[src/rtl/uart_regs_access_ctrl.sv]
// UART register-file bus owner: programs divisor/LCR/FCR/IER after reset, then
// round-robins single-cycle register accesses between a host and a TX feeder.
module uart_regs_access_ctrl #(
    parameter int          ADDR_W  = 3,
    parameter logic [15:0] DIVISOR = 16'd27,
    parameter logic [7:0]  LCR_VAL = 8'h03,
    parameter logic [7:0]  FCR_VAL = 8'hC6,
    parameter logic [7:0]  IER_VAL = 8'h00
) (
    input  logic              clk,
    input  logic              wb_rst_i,
    input  logic              reinit,
    input  logic              h_req,
    input  logic              h_we,
    input  logic [ADDR_W-1:0] h_addr,
    input  logic [7:0]        h_wdat,
    output logic              h_ack,
    output logic [7:0]        h_rdat,
    input  logic              f_req,
    input  logic [7:0]        f_wdat,
    output logic              f_ack,
    output logic [ADDR_W-1:0] reg_addr_o,
    output logic [7:0]        reg_dat_o,
    output logic              reg_we_o,
    output logic              reg_re_o,
    input  logic [7:0]        reg_dat_i,
    output logic              init_done,
    output logic              dlab_o
);

    localparam logic [3:0] I_LCRD  = 4'd0;
    localparam logic [3:0] I_DLL   = 4'd1;
    localparam logic [3:0] I_DLM   = 4'd2;
    localparam logic [3:0] I_LCR   = 4'd3;
    localparam logic [3:0] I_FCR   = 4'd4;
    localparam logic [3:0] I_IER   = 4'd5;
    localparam logic [3:0] S_ARB   = 4'd6;
    localparam logic [3:0] S_ISSUE = 4'd7;
    localparam logic [3:0] S_ACK   = 4'd8;

    localparam logic [ADDR_W-1:0] A_TR = ADDR_W'(0);
    localparam logic [ADDR_W-1:0] A_IE = ADDR_W'(1);
    localparam logic [ADDR_W-1:0] A_FC = ADDR_W'(2);
    localparam logic [ADDR_W-1:0] A_LC = ADDR_W'(3);

    logic [3:0]        state_q, state_d;
    logic              rst_q;
    logic              init_done_q;
    logic              dlab_q;
    logic              last_grant_q;
    logic              gnt_f_q;
    logic              we_q;
    logic [ADDR_W-1:0] addr_q;
    logic [7:0]        wdat_q;
    logic [7:0]        h_rdat_q;
    logic              reinit_pend_q;
    logic              f_eff;
    logic              gnt_f;

    // Feeder targets address 0, which is DLL while DLAB is set.
    assign f_eff = f_req & ~dlab_q;
    assign gnt_f = f_eff & (~h_req | ~last_grant_q);

    assign h_ack     = (state_q == S_ACK) & ~gnt_f_q;
    assign f_ack     = (state_q == S_ACK) &  gnt_f_q;
    assign h_rdat    = h_rdat_q;
    assign init_done = init_done_q;
    assign dlab_o    = dlab_q;

    // rst_q keeps the bus quiet for the cycle following a reset edge.
    always_comb begin
        reg_addr_o = addr_q;
        reg_dat_o  = wdat_q;
        reg_we_o   = 1'b0;
        reg_re_o   = 1'b0;
        if (!rst_q) begin
            case (state_q)
                I_LCRD:  begin reg_addr_o = A_LC; reg_dat_o = LCR_VAL | 8'h80;  reg_we_o = 1'b1; end
                I_DLL:   begin reg_addr_o = A_TR; reg_dat_o = DIVISOR[7:0];     reg_we_o = 1'b1; end
                I_DLM:   begin reg_addr_o = A_IE; reg_dat_o = DIVISOR[15:8];    reg_we_o = 1'b1; end
                I_LCR:   begin reg_addr_o = A_LC; reg_dat_o = LCR_VAL;          reg_we_o = 1'b1; end
                I_FCR:   begin reg_addr_o = A_FC; reg_dat_o = FCR_VAL;          reg_we_o = 1'b1; end
                I_IER:   begin reg_addr_o = A_IE; reg_dat_o = IER_VAL;          reg_we_o = 1'b1; end
                S_ISSUE: begin reg_we_o = we_q; reg_re_o = ~we_q; end
                default: ;
            endcase
        end
    end

    always_comb begin
        state_d = state_q;
        case (state_q)
            I_LCRD, I_DLL, I_DLM, I_LCR, I_FCR: state_d = state_q + 4'd1;
            I_IER:   state_d = S_ARB;
            S_ARB:   if (reinit) state_d = I_LCRD;
                     else if (h_req || f_eff) state_d = S_ISSUE;
            S_ISSUE: state_d = S_ACK;
            S_ACK:   state_d = (reinit_pend_q || reinit) ? I_LCRD : S_ARB;
            default: state_d = I_LCRD;
        endcase
        if (reinit && state_q <= I_IER) state_d = I_LCRD;
        if (rst_q) state_d = I_LCRD;
    end

    always_ff @(posedge clk) begin
        if (wb_rst_i) begin
            state_q       <= I_LCRD;
            rst_q         <= 1'b1;
            init_done_q   <= 1'b0;
            dlab_q        <= 1'b0;
            last_grant_q  <= 1'b0;
            gnt_f_q       <= 1'b0;
            we_q          <= 1'b0;
            addr_q        <= '0;
            wdat_q        <= 8'h00;
            h_rdat_q      <= 8'h00;
            reinit_pend_q <= 1'b0;
        end else begin
            rst_q   <= 1'b0;
            state_q <= state_d;
            if (!rst_q) begin
                case (state_q)
                    I_LCRD: dlab_q <= 1'b1;
                    I_LCR:  dlab_q <= 1'b0;
                    I_IER:  init_done_q <= ~reinit;
                    S_ARB: begin
                        if (reinit) begin
                            init_done_q <= 1'b0;
                        end else if (h_req || f_eff) begin
                            gnt_f_q <= gnt_f;
                            we_q    <= gnt_f | h_we;
                            addr_q  <= gnt_f ? A_TR : h_addr;
                            wdat_q  <= gnt_f ? f_wdat : h_wdat;
                        end
                    end
                    S_ISSUE: begin
                        if (reinit) reinit_pend_q <= 1'b1;
                        if (!we_q) h_rdat_q <= reg_dat_i;
                        else if (!gnt_f_q && addr_q == A_LC) dlab_q <= wdat_q[7];
                    end
                    S_ACK: begin
                        last_grant_q <= gnt_f_q;
                        if (reinit_pend_q || reinit) begin
                            init_done_q   <= 1'b0;
                            reinit_pend_q <= 1'b0;
                        end
                    end
                    default: ;
                endcase
            end
        end
    end

endmodule

[config.mk]
export PLATFORM = sky130hd
export DESIGN_NAME = uart_regs_access_ctrl
export DESIGN_NICKNAME = d
export VERILOG_FILES = /design/src/rtl/uart_regs_access_ctrl.sv
export SDC_FILE = /design/constraint.sdc
export NUM_CORES = 1
export LEC_CHECK = 0
export CORE_UTILIZATION = 35
export CTS_CLUSTER_DIAMETER = 30
export DETAILED_ROUTE_END_ITERATION = 10
export MAX_ROUTING_LAYER = met4
export PLACE_DENSITY = 0.78
export REMOVE_ABC_BUFFERS = 1
export SYNTH_ARGS = -nofsm -noshare
export SYNTH_HDL_FRONTEND = slang
export SYNTH_SLANG_ARGS = --single-unit
[constraint.sdc]
create_clock -name clk -period 1.84 [get_ports clk]
set_input_delay 0.184 -clock clk [delete_from_list [all_inputs] [get_ports clk]]
set_output_delay 0.184 -clock clk [all_outputs]
set_load 0.02 [all_outputs]
## After elaboration in Yosys (flattened, before gate mapping)

Index checks and enable logic that the tools add are counted.

- Register bits: 30
- Input port bits: 33
- Output and inout port bits: 25
- Logic and storage cells: 84

- Add/sub/neg operators: 1
- Order comparisons: 1
- Equality and inequality tests: 15
- Multiplexer cells: 23
- Bitwise operators: 13
- Reduce and logical (&&, ||, !) cells: 20

Operators by type and width:

| operator | number |
|---|---|
| 8-bit case mux with 5 select lines | 1 |
| 4-bit case mux with 5 select lines | 1 |
| 4-bit by 3-bit equality test with 1-bit output (second input constant) | 4 |
| 8-bit two-way mux | 2 |
| 4-bit AND reduction | 4 |
| 3-bit case mux with 4 select lines | 1 |
| 1-bit two-way mux | 9 |
| 3-bit two-way mux | 3 |
| 4-bit by 2-bit equality test with 1-bit output (second input constant) | 2 |
| 4-bit two-way mux | 2 |
| 2-bit inequality test (second input constant) | 4 |
| 1-bit inverter | 7 |
| 1-bit case mux with 3 select lines | 2 |
| 3-bit nonzero test | 2 |
| 6-bit OR reduction | 1 |
| 5-bit OR reduction | 1 |
| 4-bit by 1-bit adder with 4-bit output (second input constant) | 1 |
| 1-bit AND | 4 |
| 4-bit by 1-bit equality test with 1-bit output (second input constant) | 1 |
| 4-bit equality test (second input constant) | 1 |
| 4-bit by 3-bit <= comparator with 1-bit output (second input constant) | 1 |
| 4-bit logical NOT | 1 |
| 1-bit case mux with 2 select lines | 2 |
| 2-bit OR reduction | 2 |
| other kinds (11) | 14 |

## Depth between registers and ports, before layout

Gate-level depths: netlist of the first run.

- Depth in word-level cells: 6
- Mapped depth: 7
- Mapped depth without buffers: 6

## Worst setup path after synthesis of the first run

Ideal clock, no wire load.

- Kind: register to output
- Start: reg state_q[0]
- End: out reg_addr_o[2]
- Arrival: 1.705 ns
- Setup slack: -0.049 ns
- Cell stages (with the launch flop): 7
- Cells stage by stage: dfxtp_1 > inv_1 > ha_1 > mux2_2 > o31ai_1 > buf_2 > and2_1

- Longest elaborated chain between the ends: 4

Ends and longest elaborated chain:

| what | RTL line | source |
|---|---|---|
| start: declaration | 46 | `logic [3:0] state_q, state_d;` |
| start signal: assignment | 120 | `state_q <= state_d;` |
| 4-bit by 3-bit equality test with 1-bit output (tied with other cells) | 77 | `case (state_q)` |
| 2-bit OR reduction (no source line) | n/a |  |
| 3-bit case mux with 4 select lines * | 77 |  |
| 3-bit two-way mux * | 76 | `if (!rst_q) begin` |
| end: declaration | 22 | `output logic [ADDR_W-1:0] reg_addr_o,` |

Every way passes the cells marked *; elsewhere a longest branch is shown, timed or not.

## Worst setup path after layout of the first run

- Start: reg state_q[1]
- End: out reg_dat_o[4]

- Longest elaborated chain between the ends: 4

Ends and longest elaborated chain:

| what | RTL line | source |
|---|---|---|
| 4-bit by 3-bit equality test with 1-bit output or 4-bit by 2-bit equality test with 1-bit output (tied branches) | 77 |  |
| 2-bit OR reduction (no source line) | n/a |  |
| 8-bit case mux with 5 select lines * | 77 |  |
| 8-bit two-way mux * | 76 |  |
| end: declaration | 23 | `output logic [7:0] reg_dat_o,` |

Marks and branches as above.

==> impl_metrics.prom, run 1 <==
# TYPE chip_impl_metric gauge
chip_impl_metric{name="h-tree-depth",unit=""} 2
chip_impl_metric{name="syn-mean-instance-area",unit="µm²"} 8.29
chip_impl_metric{name="synth_compound_area_share",unit="%"} 18.8
chip_impl_metric{name="cts.clk_slew.worst_paths",unit="ps"} 60
chip_impl_metric{name="synth-seq-area-share",unit="%"} 35.3
chip_impl_info{name="clock-root-buffer",value="clkbuf_8"} 1
chip_impl_metric{name="critical_path_arrival",unit="ps"} 1960
chip_impl_info{name="violations_in_the_final_reports",value="negative setup slack"} 1
chip_impl_metric{name="clock.fmax",unit="MHz"} 465
chip_impl_info{name="most-common-layout-cells",value="42 x clkdlybuf4s50_1, 32 x nand2_1, 31 x buf_4"} 1
chip_impl_metric{name="synthesized_area_fraction_occupied_by_and_or_nand_nor_cells",unit="%"} 29.9
chip_impl_metric{name="drt_pass1_iterations",unit=""} 4
chip_impl_metric{name="edff_count_synth",unit=""} 0
chip_impl_metric{name="nNetsFinal",unit=""} 335
chip_impl_metric{name="overflow_left_after_global_routing",unit=""} 0
chip_impl_metric{name="holdWs",unit="ps"} 474
chip_impl_metric{name="syn_area",unit="µm²"} 1700
chip_impl_metric{name="drive_gt1_share",unit="%"} 37.2
chip_impl_metric{name="synthesis_stage_register_bit_count",unit=""} 30
chip_impl_metric{name="largest_net_degree_at_the_start_of_global_routing",unit=""} 27
chip_impl_metric{name="worst_skew_pair.late_latency",unit="ps"} 270
chip_impl_metric{name="final_layout_fill_cell_count",unit=""} 338
chip_impl_metric{name="holdBufCountCts",unit=""} 0
chip_impl_info{name="synth_top_family_by_area",value="simple AND/OR/NAND/NOR gates"} 1
chip_impl_metric{name="timing.final.hold_violations",unit=""} 0
chip_impl_info{name="tritoncts_clock_tree",value="yes"} 1
chip_impl_info{name="layout.cells.most_common",value="clkdlybuf4s50_1"} 1
chip_impl_metric{name="maxSlewViolCount",unit=""} 0
chip_impl_metric{name="synth.lib_cells_used.distinct",unit=""} 44
chip_impl_metric{name="p_leak",unit="nW"} 1.13
chip_impl_metric{name="synth_area_in_adders",unit="%"} 3.68
chip_impl_metric{name="setup_viol",unit=""} 13
chip_impl_info{name="worst_setup_path_start_kind",value="register"} 1
chip_impl_metric{name="groute.usage.overall",unit="%"} 22.0
chip_impl_info{name="result_of_the_run",value="complete, but fails checks"} 1
chip_impl_metric{name="final_wl",unit="mm"} 5.45
chip_impl_metric{name="muxShareOfSynthArea",unit="%"} 5.96
chip_impl_metric{name="async_flop_share",unit="%"} 0
chip_impl_metric{name="antenna_violating_nets_post_route",unit=""} 0
chip_impl_metric{name="grt_antenna_before_repair",unit=""} 0
chip_impl_metric{name="synthesis.instances",unit=""} 205
chip_impl_metric{name="relSlewSlack",unit="%"} 69.9
chip_impl_metric{name="horizontal_die_dimension",unit="µm"} 71.7
chip_impl_info{name="unrepaired_setup_endpoints_after_global_routing",value="true"} 1
chip_impl_metric{name="worst_r2r_path_depth",unit=""} 9
chip_impl_metric{name="fin_skew",unit="ps"} 5.55
chip_impl_info{name="timing.hold.worst.class",value="primary input to register"} 1
chip_impl_metric{name="ys.warnings.count",unit=""} 0
chip_impl_metric{name="global_route_wire_length_before_repair",unit="mm"} 8.49
chip_impl_metric{name="final_core_utilization",unit="%"} 66.2
chip_impl_metric{name="timing.final.crit_period",unit="ps"} 2150
chip_impl_metric{name="detail_route.vias_per_cell",unit=""} 5.29
chip_impl_metric{name="cts.sinks",unit=""} 30
chip_impl_metric{name="cp_data_required_time",unit="ps"} 1660
chip_impl_metric{name="drc",unit=""} 0
chip_impl_metric{name="drt_iter0_markers",unit=""} 132
chip_impl_metric{name="antenna_diode_count",unit=""} 0
chip_impl_metric{name="power_density",unit="nW/µm²"} 537
chip_impl_metric{name="std_cell_rows",unit=""} 24
chip_impl_metric{name="design.core.area",unit="µm²"} 4500
chip_impl_metric{name="area_growth",unit="%"} 75.3
chip_impl_metric{name="tritoncts_buffers",unit=""} 5
chip_impl_metric{name="dieHeight",unit="µm"} 71.7
chip_impl_metric{name="tightestPinTransition",unit="ps"} 450
chip_impl_metric{name="min_path_cells",unit=""} 3
chip_impl_metric{name="gp_congestion",unit=""} 0.846
chip_impl_metric{name="floorplan.initialDensity",unit="%"} 37.8
chip_impl_metric{name="timing.critical_path.fanout_max",unit=""} 4
chip_impl_info{name="critical_path_capture_point_type",value="output port"} 1
chip_impl_metric{name="dp_hpwl",unit="mm"} 3.39
chip_impl_metric{name="timing.final.ws_setup",unit="ps"} -309
chip_impl_metric{name="portBuffers",unit=""} 57
chip_impl_metric{name="synth_xor_area_share",unit="%"} 0.515
chip_impl_metric{name="vdd.ir_drop.worst",unit="µV"} 587
chip_impl_info{name="timing_worst_setup_path_type",value="register to output port"} 1
chip_impl_metric{name="number_of_global_route_vias_before_repair",unit=""} 1793
chip_impl_metric{name="cts_buffer_depth",unit=""} 2
chip_impl_metric{name="die_footprint",unit="µm²"} 5140
chip_impl_info{name="synth_ff_type",value="dfxtp_1"} 1
chip_impl_metric{name="vias",unit=""} 1850
chip_impl_metric{name="finalCritPeriodShare",unit="%"} 117
chip_impl_metric{name="max-cap-violations",unit=""} 0
chip_impl_metric{name="ios",unit=""} 58
chip_impl_metric{name="wl_per_cell",unit="µm"} 15.6
cells by family (layout without fill, tap and decap cells):
family / Yosys count / after routing
simple gates: 102 / 102
compound gates: 38 / 38
flops: 30 / 30
buf+inv: 19 / 112
mux: 10 / 10
fa+ha+maj: 5 / 5
xor+xnor: 1 / 1
report_power, final:
group	internal [mW]	total [mW]	switching [mW]	leakage (nW)
clock	0.405	0.645	0.240	0.0524
combinational	0.164	0.298	0.134	0.837
sequential	0.652	0.658	0.00627	0.244
total	1.22	1.60	0.380	1.13
state kept, by name, indices dropped and copies added (netlist names), 3 cells and up:
signal	count
h_rdat	8
wdat_q	8
state_q	4
addr_q	3
Yosys cell counts, types with 2 or more instances:
library cell / number / area [µm²]
o21ai_0: 3 / 15.0
a311oi_1: 3 / 26.3
nand2_1: 39 / 146
ha_1: 5 / 62.6
nor3_1: 3 / 15.0
nor3b_1: 2 / 15.0
o31ai_1: 4 / 30.0
mux2i_1: 9 / 90.1
a21oi_1: 11 / 55.1
nand2b_1: 5 / 31.3
clkbuf_1: 5 / 18.8
nor2b_1: 4 / 25.0
and2_1: 2 / 12.5
buf_4: 2 / 15.0
inv_1: 6 / 22.5
nor4_1: 2 / 12.5
o41ai_1: 2 / 17.5
buf_2: 3 / 15.0
dfxtp_1: 30 / 601
buf_6: 2 / 22.5
nand3_1: 8 / 40.0
nor2_1: 28 / 105
a311oi_2: 6 / 90.1
worst paths after layout:
check                                from                       to  slack [ps]
hold / removal                  h_addr[2]   addr_q[2]$_SDFFE_PP0P_         470
setup / recovery  state_q[1]$_SDFFE_PP0P_             reg_dat_o[4]        -310
hold reg to reg    init_done$_SDFFE_PP0P_   init_done$_SDFFE_PP0P_         480
setup reg to reg  state_q[0]$_SDFFE_PP0P_  state_q[3]$_SDFFE_PP0P_         -50
routing by layer:
metal	part of all wire (%)	vias to the layer above	track usage (%)
met5	0	-	-
met4	0.92	0	7.41
met3	6.7	6	3.94
met2	51	78	36.2
met1	41	866	27.1
li1	-	900	-
per-stage QoR:
stage	std cells	total power [mW]	cell area (µm²)	TNS, ps	setup WS [ps]
after floorplan	192	0.754	1630	-5340	-464
after global placement	330	0.908	2490	-5460	-492
after detailed placement	330	0.910	2490	-6600	-603
after CTS	344	1.58	2810	-2420	-281
after global routing	350	1.66	2980	-3180	-355
final	350	1.60	2980	-2370	-309
worst max-delay path, stage by stage, from the launching register on:
cell and delay (ps):
dfxtp_4 380, inv_4 70, ha_4 140, o21ba_4 160, o31ai_4 70, buf_4 160, or4b_4 510, nand2_2 90
buf_6 110
cell type report:
cell class	instances	area (µm²)	area share, %
clock buffer	7	76.3	2.56
clock inverter	1	30.0	1.01
sequential	30	609	20.4
inverter	6	27.5	0.924
timing repair buffer	98	953	32.0
multi-input combinational	156	1220	40.9
tap	52	65.1	2.18
what timing repair did:
action                     CTS  global route
setup endpoints to repair   22            33
pin swaps                    5             8
cloned                       1             0
buffers inserted             5             8
resized for setup          112            44
Power figures use the tool's default switching activity.
==> run 2, diff against run 1 <==
--- a/config.mk
+++ b/config.mk
@@ -6,6 +6,7 @@
 export NUM_CORES = 1
 export LEC_CHECK = 0
 export CORE_UTILIZATION = 35
+export CTS_BUF_LIST = sky130_fd_sc_hd__clkbuf_16
 export CTS_CLUSTER_DIAMETER = 30
 export DETAILED_ROUTE_END_ITERATION = 10
 export MAX_ROUTING_LAYER = met4
==> run 2 against run 1 <==
  * The flow still finishes with violations (negative setup slack)
  * Utilization increased by 1.4 points
  * Highest routed layer unchanged
  * Flip-flop and latch count unchanged
  * Via count grew 2.8%
==> impl_metrics.prom, run 2 (synthesized netlist as in run 1, its figures left out) <==
# TYPE chip_impl_metric gauge
chip_impl_info{name="result_of_the_run",value="complete, but fails checks"} 1
chip_impl_info{name="violations_in_the_final_reports",value="negative setup slack"} 1
chip_impl_metric{name="timing.final.hold_violations",unit=""} 0
chip_impl_metric{name="antenna_violating_nets_post_route",unit=""} 0
chip_impl_metric{name="relSlewSlack",unit="%"} 69.2
chip_impl_metric{name="final_wl",unit="mm"} 5.74
chip_impl_metric{name="net-switching-power",unit="µW"} 426
chip_impl_metric{name="seq_pwr_share",unit="%"} 35.3
chip_impl_metric{name="timing.critical_path.fanout_max",unit=""} 4
chip_impl_metric{name="dieHeight",unit="µm"} 71.7
chip_impl_metric{name="dp_hpwl",unit="mm"} 3.39
chip_impl_metric{name="finalCritPeriodShare",unit="%"} 117
chip_impl_info{name="timing.hold.worst.class",value="primary input to register"} 1
chip_impl_metric{name="drt_iter0_markers",unit=""} 92
chip_impl_metric{name="setup_viol",unit=""} 12
chip_impl_metric{name="cts_buffer_depth",unit=""} 2
chip_impl_metric{name="clock.fmax",unit="MHz"} 466
chip_impl_metric{name="cp_data_required_time",unit="ps"} 1660
chip_impl_metric{name="finalInstanceArea",unit="µm²"} 3040
chip_impl_metric{name="timing.final.ws_setup",unit="ps"} -305
chip_impl_metric{name="overflow_left_after_global_routing",unit=""} 0
chip_impl_metric{name="comb_power_share",unit="%"} 15.8
chip_impl_metric{name="cts.sinks",unit=""} 30
chip_impl_metric{name="std_cell_rows",unit=""} 24
chip_impl_metric{name="ios",unit=""} 58
chip_impl_metric{name="horizontal_die_dimension",unit="µm"} 71.7
chip_impl_metric{name="tritoncts_buffers",unit=""} 5
chip_impl_metric{name="p_int",unit="mW"} 1.44
chip_impl_metric{name="worst-path-buf-inv",unit=""} 3
chip_impl_metric{name="portBuffers",unit=""} 57
chip_impl_metric{name="global_route_wire_length_before_repair",unit="mm"} 8.27
chip_impl_metric{name="maxSlewViolCount",unit=""} 0
chip_impl_metric{name="drive_gt1_share",unit="%"} 35.9
chip_impl_info{name="layout.cells.most_common",value="clkdlybuf4s50_1"} 1
chip_impl_metric{name="max-cap-violations",unit=""} 0
chip_impl_metric{name="tns",unit="ps"} -2600
chip_impl_metric{name="vias",unit=""} 1901
chip_impl_info{name="timing_worst_setup_path_type",value="register to output port"} 1
chip_impl_metric{name="power_density",unit="nW/µm²"} 614
chip_impl_metric{name="drt_pass1_iterations",unit=""} 4
chip_impl_info{name="critical_path_capture_point_type",value="output port"} 1
chip_impl_info{name="clock-root-buffer",value="clkbuf_16"} 1
chip_impl_metric{name="floorplan.initialDensity",unit="%"} 37.8
chip_impl_metric{name="p_leak",unit="nW"} 1.19
chip_impl_metric{name="critical_path_arrival",unit="ps"} 1960
chip_impl_metric{name="antenna_diode_count",unit=""} 0
chip_impl_metric{name="grt_antenna_before_repair",unit=""} 0
chip_impl_metric{name="final_core_utilization",unit="%"} 67.6
chip_impl_metric{name="fin_skew",unit="ps"} 3.31
chip_impl_info{name="most-common-layout-cells",value="42 x clkdlybuf4s50_1, 33 x buf_4, 31 x nand2_1"} 1
chip_impl_metric{name="power.switching_fraction",unit="%"} 22.8
chip_impl_metric{name="detail_route.vias_per_cell",unit=""} 5.43
chip_impl_metric{name="h-tree-depth",unit=""} 2
chip_impl_metric{name="timing.final.crit_period",unit="ps"} 2150
chip_impl_metric{name="area_growth",unit="%"} 79.0
chip_impl_metric{name="wl_per_cell",unit="µm"} 16.4
chip_impl_metric{name="nNetsFinal",unit=""} 335
chip_impl_info{name="critical_path.slowest_cell",value="or4b_4"} 1
chip_impl_metric{name="gp_congestion",unit=""} 0.846
chip_impl_metric{name="drc",unit=""} 0
chip_impl_info{name="worst_setup_path_start_kind",value="register"} 1
chip_impl_metric{name="crit_path_max_incr_delay",unit="ps"} 510
chip_impl_metric{name="cts.clk_slew.worst_paths",unit="ps"} 50
chip_impl_info{name="tritoncts_clock_tree",value="yes"} 1
chip_impl_info{name="unrepaired_setup_endpoints_after_global_routing",value="true"} 1
chip_impl_metric{name="design.core.area",unit="µm²"} 4500
chip_impl_metric{name="largest_net_degree_at_the_start_of_global_routing",unit=""} 27
chip_impl_metric{name="tightestPinTransition",unit="ps"} 462
chip_impl_metric{name="groute.usage.overall",unit="%"} 21.5
chip_impl_metric{name="die_footprint",unit="µm²"} 5140
chip_impl_info{name="timing.critical_path.cells",value="inv_4 -> ha_4 -> o21ba_4 -> o31ai_4 -> buf_4 -> or4b_4 -> nand3_2 -> buf_6"} 1
chip_impl_metric{name="vdd.ir_drop.worst",unit="µV"} 465
chip_impl_info{name="timing.critical_path.max_delay_family",value="simple AND/OR/NAND/NOR gates"} 1
chip_impl_metric{name="worst_skew_pair.late_latency",unit="ps"} 280
chip_impl_metric{name="clock_power_share",unit="%"} 48.9
chip_impl_metric{name="number_of_global_route_vias_before_repair",unit=""} 1779
chip_impl_metric{name="detailed_place.area",unit="µm²"} 2490
## run 2: cell types whose count changed in the layout (fill, tap and decap cells not counted), moves of 2 or more
cell	before	now
a21oi_2	2	0
clkbuf_8	5	0
clkbuf_1	2	0
nor2_1	23	27
a21oi_1	9	11
nor2_4	2	0
clkbuf_16	0	7
inv_1	4	6
nor2_2	3	1
buf_6	22	19
buf_4	31	33
## run 2: worst paths after layout
| check | from | to | slack (ps) | cells after the start |
|---|---|---|---|---|
| worst min-delay path | h_addr[2] | addr_q[2]$_SDFFE_PP0P_ | 470 | 3 |
| worst max register to register | state_q[0]$_SDFFE_PP0P_ | wdat_q[2]$_SDFFE_PP0P_ | 70 | 9 |
| worst min register to register | init_done$_SDFFE_PP0P_ | init_done$_SDFFE_PP0P_ | 470 | 2 |
| worst max-delay path | state_q[1]$_SDFFE_PP0P_ | reg_dat_o[0] | -310 | 8 |
## run 2: per-layer routing
| metal | routed length [µm] | track usage, % | up-vias |
|---|---|---|---|
| li1 | - | - | 903 |
| met1 | 2370 | 26.3 | 905 |
| met2 | 2850 | 34.7 | 73 |
| met3 | 319 | 4.08 | 20 |
| met4 | 195 | 9.37 | 0 |
| met5 | 0 | - | - |
## run 2: final cells by class
| class | count | area, µm² |
|---|---|---|
| clock inverter | 3 | 37.5 |
| inverter | 6 | 27.5 |
| clock buffer | 5 | 125 |
| timing repair buffer | 98 | 963 |
| sequential | 30 | 609 |
| tap | 52 | 65.1 |
| fill | 328 | 1460 |
| multi-input combinational | 156 | 1220 |
## run 2: tightest hold or removal path, cell delays in order
cell,delay [ps]
clkdlybuf4s50_1,400
nand3_1,60
a21oi_1,60
## run 2: power groups by stage
stage	Sequential (mW)	Clock, mW	Combinational [mW]
after floorplan	0.676	0	0.0775
after global placement	0.672	0	0.236
after detailed placement	0.672	0	0.238
after CTS	0.659	0.907	0.269
after global routing	0.659	0.951	0.314
final	0.659	0.914	0.295
## run 2: repair_timing
item | CTS | global route
hold buffers | 0 | 0
setup buffers | 6 | 6
setup endpoints to repair | 21 | 33
resized for setup | 114 | 33
pin swaps | 6 | 6
gates cloned | 0 | 2
## run 2: stage by stage
step	power [mW]	worst slack, ps	std cells	hold WS (ps)
2_1_floorplan	0.754	-464	192	212
3_3_place_gp	0.908	-492	330	469
3_5_place_dp	0.910	-603	330	473
4_1_cts	1.84	-275	344	475
5_1_grt	1.92	-370	350	487
6_report	1.87	-305	350	469
==> run 3, diff against run 2 <==
--- a/config.mk
+++ b/config.mk
@@ -10,7 +10,7 @@
 export CTS_CLUSTER_DIAMETER = 30
 export DETAILED_ROUTE_END_ITERATION = 10
 export MAX_ROUTING_LAYER = met4
-export PLACE_DENSITY = 0.78
+export PLACE_DENSITY = 0.64
 export REMOVE_ABC_BUFFERS = 1
 export SYNTH_ARGS = -nofsm -noshare
 export SYNTH_HDL_FRONTEND = slang
==> run 3 against run 2 <==
  * The run still ends with negative setup slack left
  * Critical endpoint unchanged
  * Highest routed layer unchanged
  * Fmax hardly changed
  * Largest cell class unchanged
  * Sequential power hardly changed
  * Combinational power is 2% lower
==> impl_metrics.prom, run 3 (synthesized netlist as in run 1, its figures left out) <==
# TYPE chip_impl_metric gauge
chip_impl_metric{name="critical_path_arrival",unit="ps"} 1960
chip_impl_metric{name="grt_antenna_before_repair",unit=""} 0
chip_impl_info{name="clock-root-buffer",value="clkbuf_16"} 1
chip_impl_metric{name="design.core.area",unit="µm²"} 4500
chip_impl_metric{name="total_area_of_sequential_cells",unit="µm²"} 608
chip_impl_metric{name="timing.final.ws_setup",unit="ps"} -306
chip_impl_metric{name="number_of_global_route_vias_before_repair",unit=""} 1743
chip_impl_metric{name="area_growth",unit="%"} 80.1
chip_impl_metric{name="vias",unit=""} 1836
chip_impl_metric{name="dp_hpwl",unit="mm"} 3.46
chip_impl_metric{name="placedCellCount",unit=""} 332
chip_impl_metric{name="timing.critical_path.fanout_max",unit=""} 4
chip_impl_info{name="unrepaired_setup_endpoints_after_global_routing",value="true"} 1
chip_impl_metric{name="detail_route.vias_per_cell",unit=""} 5.19
chip_impl_info{name="most-common-layout-cells",value="42 x clkdlybuf4s50_1, 32 x buf_4, 30 x nand2_1"} 1
chip_impl_info{name="tritoncts_clock_tree",value="yes"} 1
chip_impl_metric{name="dieHeight",unit="µm"} 71.7
chip_impl_metric{name="tritoncts_buffers",unit=""} 5
chip_impl_metric{name="relSlewSlack",unit="%"} 67.9
chip_impl_metric{name="final_layout_fill_cell_count",unit=""} 367
chip_impl_metric{name="clock.fmax",unit="MHz"} 466
chip_impl_metric{name="portBuffers",unit=""} 57
chip_impl_metric{name="power_density",unit="nW/µm²"} 559
chip_impl_metric{name="p_leak",unit="nW"} 1.17
chip_impl_metric{name="antenna_violating_nets_post_route",unit=""} 0
chip_impl_info{name="timing_worst_setup_path_type",value="register to output port"} 1
chip_impl_info{name="violations_in_the_final_reports",value="negative setup slack"} 1
chip_impl_metric{name="largest_net_degree_at_the_start_of_global_routing",unit=""} 27
chip_impl_metric{name="layout.cells.non_filler",unit=""} 354
chip_impl_info{name="critical_path_capture_point_type",value="output port"} 1
chip_impl_metric{name="area_taken_by_multi_input_logic_gates",unit="µm²"} 1220
chip_impl_metric{name="timing.final.hold_violations",unit=""} 0
chip_impl_metric{name="cts.clk_slew.worst_paths",unit="ps"} 50
chip_impl_metric{name="timing.final.crit_period",unit="ps"} 2150
chip_impl_info{name="timing.hold.worst.class",value="register to register"} 1
chip_impl_metric{name="h-tree-depth",unit=""} 2
chip_impl_metric{name="gp_congestion",unit=""} 0.823
chip_impl_metric{name="ios",unit=""} 58
chip_impl_metric{name="power",unit="mW"} 1.71
chip_impl_metric{name="max-cap-violations",unit=""} 0
chip_impl_metric{name="cts.sinks",unit=""} 30
chip_impl_info{name="setup.worst_path.start",value="state_q[1]$_SDFFE_PP0P_"} 1
chip_impl_metric{name="finalCritPeriodShare",unit="%"} 117
chip_impl_metric{name="tns",unit="ps"} -2620
chip_impl_metric{name="final_wl",unit="mm"} 5.65
chip_impl_metric{name="tightestPinTransition",unit="ps"} 476
chip_impl_metric{name="nNetsFinal",unit=""} 339
chip_impl_info{name="result_of_the_run",value="complete, but fails checks"} 1
chip_impl_metric{name="overflow_left_after_global_routing",unit=""} 0
chip_impl_metric{name="die_footprint",unit="µm²"} 5140
chip_impl_metric{name="setup_viol",unit=""} 11
chip_impl_info{name="min_from",value="init_done$_SDFFE_PP0P_"} 1
chip_impl_info{name="crit-reg2reg-launch",value="state_q[1]$_SDFFE_PP0P_"} 1
chip_impl_metric{name="groute.usage.overall",unit="%"} 21.5
chip_impl_metric{name="holdWs",unit="ps"} 463
chip_impl_metric{name="fin_skew",unit="ps"} 5.52
chip_impl_metric{name="drt_pass1_iterations",unit=""} 4
chip_impl_metric{name="cts_buffer_depth",unit=""} 2
chip_impl_metric{name="floorplan.initialDensity",unit="%"} 37.8
chip_impl_metric{name="drc",unit=""} 0
chip_impl_metric{name="drt_iter0_markers",unit=""} 93
chip_impl_metric{name="vdd.ir_drop.worst",unit="µV"} 390
chip_impl_metric{name="std_cell_rows",unit=""} 24
chip_impl_metric{name="drive_gt1_share",unit="%"} 36.8
chip_impl_metric{name="worst_skew_pair.late_latency",unit="ps"} 270
chip_impl_metric{name="cp_data_required_time",unit="ps"} 1660
chip_impl_metric{name="horizontal_die_dimension",unit="µm"} 71.7
chip_impl_metric{name="antenna_diode_count",unit=""} 0
chip_impl_metric{name="global_route_wire_length_before_repair",unit="mm"} 8.25
chip_impl_info{name="layout.cells.most_common",value="clkdlybuf4s50_1"} 1
chip_impl_info{name="worst_setup_path_start_kind",value="register"} 1
chip_impl_metric{name="maxSlewViolCount",unit=""} 0
chip_impl_metric{name="wl_per_cell",unit="µm"} 15.9
run 3: worst paths after layout:
path,to,slack [ps],cells past startpoint
worst max-delay path,reg_dat_o[0],-310,8
worst min-delay path,init_done$_SDFFE_PP0P_,460,2
worst max register to register,state_q[3]$_SDFFE_PP0P_,0,8
worst min register to register,init_done$_SDFFE_PP0P_,460,2
run 3: metal layers:
metal  global-route usage, %  share of wire, %  vias to the layer above
li1                        -                 -                      908
met2                    33.3                50                       57
met3                    4.36               4.7                        4
met5                       -                 0                        -
met4                    8.28               1.1                        0
met1                    27.4                44                      867
run 3: critical path, cell delays in order (launching register included):
cell and delay [ps]:
dfxtp_4 370, inv_4 70, ha_4 140, o21ba_4 170
o31ai_4 80, buf_6 150, or4b_4 510, nand3_2 90
buf_6 110
run 3: metrics by stage:
step | utilization, % | cell area [µm²] | setup slack, ps
floorplan | - | 1630 | -464
global placement | 55.6 | 2510 | -501
detailed placement | 55.6 | 2510 | -553
CTS | 62.8 | 2830 | -279
global route | 68.0 | 3060 | -359
finish | 68.0 | 3060 | -306
run 3: area by class of cell:
class / count / area share (%)
multi-input cells: 156 / 39.7
repair buffers: 102 / 32.9
flip-flops and latches: 30 / 19.9
clock buffers: 5 / 4.08
well taps: 52 / 2.12
inverters: 6 / 0.899
clock inverters: 3 / 0.408
run 3: power by group:
group	leakage [nW]	internal [mW]	switching, mW
logic	0.852	0.158	0.130
clock network	0.0724	0.487	0.279
registers	0.244	0.653	0.00568
total	1.17	1.30	0.414
run 3: timing repair:
item | in CTS | in global routing
pin swaps | 4 | 10
setup endpoints to repair | 17 | 31
gates resized for setup | 113 | 33
cloned | 0 | 2
setup buffers | 6 | 10
hold buffers | 0 | 0
